<file path="config.mk">
export PLATFORM = sky130hd
export DESIGN_NAME = macc_dot_engine_flat
export DESIGN_NICKNAME = d
export VERILOG_FILES = /design/src/rtl/macc_dot_engine_pkg.sv /design/src/rtl/macc_dot_engine_if.sv /design/src/rtl/macc_dot_engine_mul_pipe.sv /design/src/rtl/macc_dot_engine.sv /design/src/flat_wrapper.sv
export SDC_FILE = /design/constraint.sdc
export NUM_CORES = 2
export LEC_CHECK = 0
export BUFFER_PORTS_ARGS = -buffer_cell sky130_fd_sc_hd__buf_2
export CORE_ASPECT_RATIO = 0.7
export CORE_UTILIZATION = 55
export DETAILED_ROUTE_END_ITERATION = 12
export PLACE_DENSITY_LB_ADDON = 0.3
export REMOVE_ABC_BUFFERS = 1
export SYNTH_ARGS = -nofsm -noshare
export SYNTH_HDL_FRONTEND = slang
export SYNTH_SLANG_ARGS = --single-unit
</file>
<file path="constraint.sdc">
create_clock -name CLK -period 8.6 [get_ports CLK]
set_input_delay 0.86 -clock CLK [delete_from_list [all_inputs] [get_ports CLK]]
set_output_delay 0.86 -clock CLK [all_outputs]
set_load 0.1 [all_outputs]
</file>
<file path="src/rtl/macc_dot_engine_pkg.sv">
// Shared types and constants for the dot-product engine.
// State encoding, default widths and the result clamp limits.
// Imported by the interface, the multiply pipe and the top.
package macc_dot_engine_pkg;

   localparam int MACC_DATA_W = 32;
   localparam int MACC_LEN_W  = 10;
   // Wide enough that 2^LEN_W full-scale products can never wrap internally.
   localparam int MACC_ACC_W  = 2 * MACC_DATA_W + MACC_LEN_W;

   localparam logic [MACC_DATA_W-1:0] SAT_MAX = 32'h7FFF_FFFF;
   localparam logic [MACC_DATA_W-1:0] SAT_MIN = 32'h8000_0000;

   typedef enum logic [1:0] {
      ST_IDLE  = 2'd0,
      ST_RUN   = 2'd1,
      ST_DRAIN = 2'd2,
      ST_OUT   = 2'd3
   } state_t;

endpackage

</file>
<file path="src/rtl/macc_dot_engine_if.sv">
// Handshake bundle between the matrix sequencer and the dot-product engine.
// master = sequencer side (issues start/operands, takes results).
// slave  = engine side.
interface macc_dot_engine_if
   import macc_dot_engine_pkg::*;
#(
   parameter int DATA_W = MACC_DATA_W,
   parameter int LEN_W  = MACC_LEN_W
) ();

   logic              start;
   logic [LEN_W-1:0]  vec_len;
   logic [DATA_W-1:0] a_in;
   logic [DATA_W-1:0] b_in;
   logic              in_valid;
   logic              in_ready;
   logic [DATA_W-1:0] out_data;
   logic              out_valid;
   logic              out_ready;
   logic              busy;
   logic              sat;

   modport master (
      output start, vec_len, a_in, b_in, in_valid, out_ready,
      input  in_ready, out_data, out_valid, busy, sat
   );

   modport slave (
      input  start, vec_len, a_in, b_in, in_valid, out_ready,
      output in_ready, out_data, out_valid, busy, sat
   );

endinterface

</file>
<file path="src/rtl/macc_dot_engine_mul_pipe.sv">
// Operand register (S1) followed by a registered signed multiply (S2).
// Latency: 2 cycles from accepted pair to product valid.
// No backpressure: every accepted pair flows through; valids mark bubbles.
module macc_dot_engine_mul_pipe #(
   parameter int DATA_W = 32
) (
   input  logic                       clk_i,
   input  logic                       rst_n_i,
   input  logic                       in_vld_i,
   input  logic [DATA_W-1:0]          a_i,
   input  logic [DATA_W-1:0]          b_i,
   output logic                       s1_vld_o,
   output logic signed [2*DATA_W-1:0] prod_o,
   output logic                       prod_vld_o
);

   logic signed [DATA_W-1:0]   a_q;
   logic signed [DATA_W-1:0]   b_q;
   logic                       s1_vld_q;
   logic signed [2*DATA_W-1:0] prod_q;
   logic                       prod_vld_q;

   // S1 operand capture and S2 full-width signed product, valids ride alongside
   always_ff @(posedge clk_i or negedge rst_n_i) begin
      if (!rst_n_i) begin
         a_q        <= '0;
         b_q        <= '0;
         s1_vld_q   <= 1'b0;
         prod_q     <= '0;
         prod_vld_q <= 1'b0;
      end else begin
         s1_vld_q   <= in_vld_i;
         prod_vld_q <= s1_vld_q;
         if (in_vld_i) begin
            a_q <= a_i;
            b_q <= b_i;
         end
         if (s1_vld_q) begin
            prod_q <= a_q * b_q;
         end
      end
   end

   assign s1_vld_o   = s1_vld_q;
   assign prod_o     = prod_q;
   assign prod_vld_o = prod_vld_q;

endmodule

</file>
<file path="src/rtl/macc_dot_engine.sv">
// Signed dot product of vec_len+1 A/B pairs, clamped to a 32-bit result for C RAM.
// Latency: out_valid rises 4 cycles after the last pair is accepted.
// in_ready only in RUN; result held stable until out_ready takes it.
module macc_dot_engine
   import macc_dot_engine_pkg::*;
(
   input  logic             CLK,
   input  logic             RST_L,
   macc_dot_engine_if.slave bus
);

   localparam int DATA_W = MACC_DATA_W;
   localparam int LEN_W  = MACC_LEN_W;
   localparam int ACC_W  = MACC_ACC_W;

   localparam logic signed [ACC_W-1:0] ACC_MAX = {{(ACC_W-DATA_W){1'b0}}, SAT_MAX};
   localparam logic signed [ACC_W-1:0] ACC_MIN = {{(ACC_W-DATA_W){1'b1}}, SAT_MIN};

   state_t                     state_q;
   logic [LEN_W-1:0]           len_q;
   logic [LEN_W-1:0]           cnt_q;
   logic                       in_ready_q;
   logic                       out_valid_q;
   logic [DATA_W-1:0]          out_data_q;
   logic                       busy_q;
   logic                       sat_q;
   logic signed [ACC_W-1:0]    acc_q;
   logic signed [ACC_W-1:0]    acc_d;

   logic                       pair_acc;
   logic                       start_acc;
   logic                       s1_vld;
   logic signed [2*DATA_W-1:0] prod;
   logic                       prod_vld;
   logic                       pipe_empty;
   logic [DATA_W-1:0]          clamp_dat;
   logic                       clamp_hit;

   assign pair_acc   = bus.in_valid && in_ready_q;
   assign start_acc  = (state_q == ST_IDLE) && bus.start;
   assign pipe_empty = !s1_vld && !prod_vld;

   macc_dot_engine_mul_pipe #(
      .DATA_W (DATA_W)
   ) u_mul_pipe (
      .clk_i      (CLK),
      .rst_n_i    (RST_L),
      .in_vld_i   (pair_acc),
      .a_i        (bus.a_in),
      .b_i        (bus.b_in),
      .s1_vld_o   (s1_vld),
      .prod_o     (prod),
      .prod_vld_o (prod_vld)
   );

   // S3: accumulate sign-extended products; a fresh start wipes the sum
   always_comb begin
      acc_d = acc_q;
      if (start_acc) begin
         acc_d = '0;
      end else if (prod_vld) begin
         acc_d = acc_q + {{(ACC_W-2*DATA_W){prod[2*DATA_W-1]}}, prod};
      end
   end

   // Accumulator register
   always_ff @(posedge CLK or negedge RST_L) begin
      if (!RST_L) begin
         acc_q <= '0;
      end else begin
         acc_q <= acc_d;
      end
   end

   // Clamp the settled accumulator into the signed result range
   always_comb begin
      clamp_dat = acc_q[DATA_W-1:0];
      clamp_hit = 1'b0;
      if (acc_q > ACC_MAX) begin
         clamp_dat = SAT_MAX;
         clamp_hit = 1'b1;
      end else if (acc_q < ACC_MIN) begin
         clamp_dat = SAT_MIN;
         clamp_hit = 1'b1;
      end
   end

   // Control FSM with registered handshake/status outputs
   always_ff @(posedge CLK or negedge RST_L) begin
      if (!RST_L) begin
         state_q     <= ST_IDLE;
         len_q       <= '0;
         cnt_q       <= '0;
         in_ready_q  <= 1'b0;
         out_valid_q <= 1'b0;
         out_data_q  <= '0;
         busy_q      <= 1'b0;
         sat_q       <= 1'b0;
      end else begin
         case (state_q)
            ST_IDLE: begin
               if (bus.start) begin
                  state_q    <= ST_RUN;
                  len_q      <= bus.vec_len;
                  cnt_q      <= '0;
                  sat_q      <= 1'b0;
                  in_ready_q <= 1'b1;
                  busy_q     <= 1'b1;
               end
            end
            ST_RUN: begin
               if (pair_acc) begin
                  cnt_q <= cnt_q + 1'b1;
                  // Last pair: stop taking operands from the very next cycle
                  if (cnt_q == len_q) begin
                     state_q    <= ST_DRAIN;
                     in_ready_q <= 1'b0;
                  end
               end
            end
            ST_DRAIN: begin
               // Both multiply stages idle means the final product is already in acc_q
               if (pipe_empty) begin
                  state_q     <= ST_OUT;
                  out_valid_q <= 1'b1;
                  out_data_q  <= clamp_dat;
                  sat_q       <= clamp_hit;
               end
            end
            ST_OUT: begin
               if (bus.out_ready) begin
                  state_q     <= ST_IDLE;
                  out_valid_q <= 1'b0;
                  busy_q      <= 1'b0;
               end
            end
            default: begin
               state_q <= ST_IDLE;
            end
         endcase
      end
   end

   assign bus.in_ready  = in_ready_q;
   assign bus.out_valid = out_valid_q;
   assign bus.out_data  = out_data_q;
   assign bus.busy      = busy_q;
   assign bus.sat       = sat_q;

endmodule

</file>
<file path="src/flat_wrapper.sv">
// flat-port wrapper written by rule: the top's interface ports become plain ports
module macc_dot_engine_flat import macc_dot_engine_pkg::*;
  (CLK, RST_L, bus_start, bus_vec_len, bus_a_in, bus_b_in, bus_in_valid, bus_out_ready, bus_in_ready, bus_out_data, bus_out_valid, bus_busy, bus_sat);
  macc_dot_engine_if #(.DATA_W(32), .LEN_W(10)) bus_i ();
  input  logic CLK;
  input  logic RST_L;
  input wire logic [$bits(bus_i.start)-1:0] bus_start;
  input wire logic [$bits(bus_i.vec_len)-1:0] bus_vec_len;
  input wire logic [$bits(bus_i.a_in)-1:0] bus_a_in;
  input wire logic [$bits(bus_i.b_in)-1:0] bus_b_in;
  input wire logic [$bits(bus_i.in_valid)-1:0] bus_in_valid;
  input wire logic [$bits(bus_i.out_ready)-1:0] bus_out_ready;
  output wire logic [$bits(bus_i.in_ready)-1:0] bus_in_ready;
  output wire logic [$bits(bus_i.out_data)-1:0] bus_out_data;
  output wire logic [$bits(bus_i.out_valid)-1:0] bus_out_valid;
  output wire logic [$bits(bus_i.busy)-1:0] bus_busy;
  output wire logic [$bits(bus_i.sat)-1:0] bus_sat;
  assign bus_i.start = bus_start;
  assign bus_i.vec_len = bus_vec_len;
  assign bus_i.a_in = bus_a_in;
  assign bus_i.b_in = bus_b_in;
  assign bus_i.in_valid = bus_in_valid;
  assign bus_i.out_ready = bus_out_ready;
  assign bus_in_ready = bus_i.in_ready;
  assign bus_out_data = bus_i.out_data;
  assign bus_out_valid = bus_i.out_valid;
  assign bus_busy = bus_i.busy;
  assign bus_sat = bus_i.sat;
  macc_dot_engine u_core (.CLK(CLK), .RST_L(RST_L), .bus(bus_i));
endmodule
</file>
==> reports/results.txt <==
First-pass GRT wire length = 222000 um
Share of post-route cells with drive strength above 1 = 9.05%
Congestion Overflow GR = 0
Worst Path Required = 9130 ps
Routed WL per cell = 20.6 um
Cell count after synthesis = 5370
Hold_ws = 254 ps
Multi-input logic area = 0.0397 mm2
Detail Route Antenna Nets = 0
Slew HR = 31.9%
Max Fclk = 0.120 GHz
Tmin final = 8340 ps
Nets = 6795
Clock Path Buffers = 3
Number of global-route vias before repair = 39100
CTS tree = yes
Dpl cells = 6573
Ys async rst share = 100%
P&R area growth vs syn = 6.53%
Synth Register Bits = 262
Starting Density = 55.5%
Post-CTS Setup Inserts = 0
Die area = 0.0940 mm2
Die Y = 257 um
Worst-Margin Slew = 1020 ps
YS warnings = 0
Post-CTS Hold Fix Bufs = 0
Worst reg-to-reg path cell count = 26
# diodes = 0
Post-synth cell types = 83
Post-synthesis sequential area ratio = 12.8%
WS Path Type = reg -> reg
Post-DP HPWL = 112000 um
Fin cells = 6628
Crit start category = register
Avg Cell Area, Syn = 9.50 um2
Post-synth EDFFs = 0
Routed WL = 137000 um
Clk root buf = clkbuf_16
Main flop type after synthesis = dfrtp_1
Yosys top cell area share = 42.5%
Final hold vios = 0
Cells resized by post-CTS repair = 0
Capture point of the worst reg-to-reg path = u_core.u_mul_pipe.prod_o[62]
Hold Path Class = in -> async
Die width = 366 um
Fin area = 0.0544 mm2
Mapped Area = 0.0510 mm2
Final setup viols = 0
GPL Wtd Cong = 0.937
WP data arrival = 8860 ps
Total track usage = 30.3%
Clk slew on worst S/H paths = 60 ps
Worst flop-to-flop path startpoint = u_core.u_mul_pipe.a_q[7]
Commonest non-fill, non-tap cell in the layout = fa_1
DR vias = 37200
Total iterations of the first detailed-routing run = 6
Buffers on Ports = 114
Clock buffer count from CTS = 31
Register area = 0.00659 mm2
CP max FO = 18
Synth area leaders = fa_1 42%, dfrtp_1 13%, inv_1 7.3%
Clock skew = 45.3 ps
I/O pin cnt = 115
Row count = 93
Critical Path End Type = register
Clk Latency, worst-skew pair = 660 ps
Largest net degree at the start of global routing = 160
Core area = 0.0919 mm2
Placed Area = 0.0532 mm2
Max-slew violations = 0
Fill count = 7979
Initial antenna violation count = 2
Detailed-route vias per instance = 5.61
# H-tree levels = 1
R2R Setup Slk = 260 ps
DRT iter0 DRCs = 2979
Status = complete, no violations
Most frequent cells in the layout = 1083 x fa_1, 987 x inv_1, 640 x nand2_1
CTS sink cnt = 262
MaxCap Viol Count = 0
Post-route clock period utilization = 96.9%
Remaining DRCs = 0
Cell taking the most area after synthesis = fa_1
-- cells by family after synthesis --
| logic type | share of synthesized area, % |
|---|---|
| XOR/XNOR | 2.69 |
| buffers and inverters | 9.38 |
| flip-flops | 12.8 |
| AO/OA/AOI/OAI | 7.29 |
| multiplexers | 3.61 |
| AND/OR/NAND/NOR | 15.3 |
| adder cells (fa/ha/maj) | 48.9 |
-- sequential cells by signal, summed over array words and instances (netlist names) --
register	cells
u_core.acc_q	74
u_core.bus.out_valid	1
u_core.cnt_q	10
u_core.u_mul_pipe.a_q	32
u_core.bus.out_data	32
u_core.bus.in_ready	1
u_core.bus.busy	1
u_core.u_mul_pipe.s1_vld_o	1
u_core.u_mul_pipe.prod_o	64
u_core.bus.sat	1
u_core.u_mul_pipe.prod_vld_o	1
u_core.len_q	10
u_core.state_q	2
u_core.u_mul_pipe.b_q	32
-- Yosys cell counts (49+ instances only) --
library cell and number:
and2_1 521, fa_1 1083, ha_1 262, inv_1 987, xnor2_1 107, mux2_2 120, nand4_1 50, o21ai_0 90
a21o_1 78, mux2i_1 49, nand2_1 640, dfrtp_1 262, clkbuf_1 267, xor2_1 50, nor2_1 202, a21oi_1 227
-- layout make-up --
| type | instances | share of cell area (%) |
|---|---|---|
| Clock buffer | 40 | 1.54 |
| Sequential cell | 262 | 12.1 |
| Clock inverter | 15 | 0.467 |
| Multi-Input combinational cell | 3836 | 73.1 |
| Inverter | 988 | 6.82 |
| Timing Repair Buffer | 252 | 3.13 |
| Tap cell | 1235 | 2.84 |
-- metal layers --
metal / vias up / share of wire (%) / GRT usage (%)
met1: 19000 / 45 / 45.3
met2: 1577 / 42 / 43.5
met5: - / 0.042 / 0.455
li1: 16400 / - / -
met3: 140 / 12 / 9.87
met4: 2 / 1.7 / 5.21
-- through the flow --
stage,setup TNS (ps),utilization (%),setup WS [ps]
global route,-8.32,59.1,-8.32
finish,0,59.1,264
global placement,0,57.9,236
CTS,0,59.1,112
detailed placement,0,57.9,178
floorplan,0,-,549
-- worst max path at each step --
stage | from | to | slack (ps)
finish | u_core.u_mul_pipe.a_q[7] | u_core.u_mul_pipe.prod_o[62] | 260
global route | u_core.u_mul_pipe.b_q[5] | u_core.u_mul_pipe.prod_o[59] | -8
CTS | u_core.u_mul_pipe.b_q[11] | u_core.u_mul_pipe.prod_o[62] | 110
detailed placement | u_core.u_mul_pipe.b_q[11] | u_core.u_mul_pipe.prod_o[62] | 180
global placement | u_core.u_mul_pipe.a_q[11] | u_core.u_mul_pipe.prod_o[60] | 240
floorplan | u_core.u_mul_pipe.b_q[5] | u_core.u_mul_pipe.prod_o[62] | 550
-- worst max-delay path, stage by stage, from the launching register on --
cell and delay [ps]:
dfrtp_1 500, buf_4 280, and2_1 180, fa_1 550, inv_1 60, fa_1 490
inv_1 60, fa_1 490, inv_1 50, fa_1 530, inv_1 80, fa_1 610
fa_1 470, fa_1 530, fa_1 430, ha_1 400, a21o_1 160, a21oi_1 80
o211a_1 220, or3_1 410, a221oi_2 440, nand2_2 120, o211ai_2 320, o31a_1 240
a311oi_2 130, xnor2_1 140, mux2_2 260
Power is not shown: default switching activity piles up to over one toggle a cycle in this logic, so the estimate is an artifact.
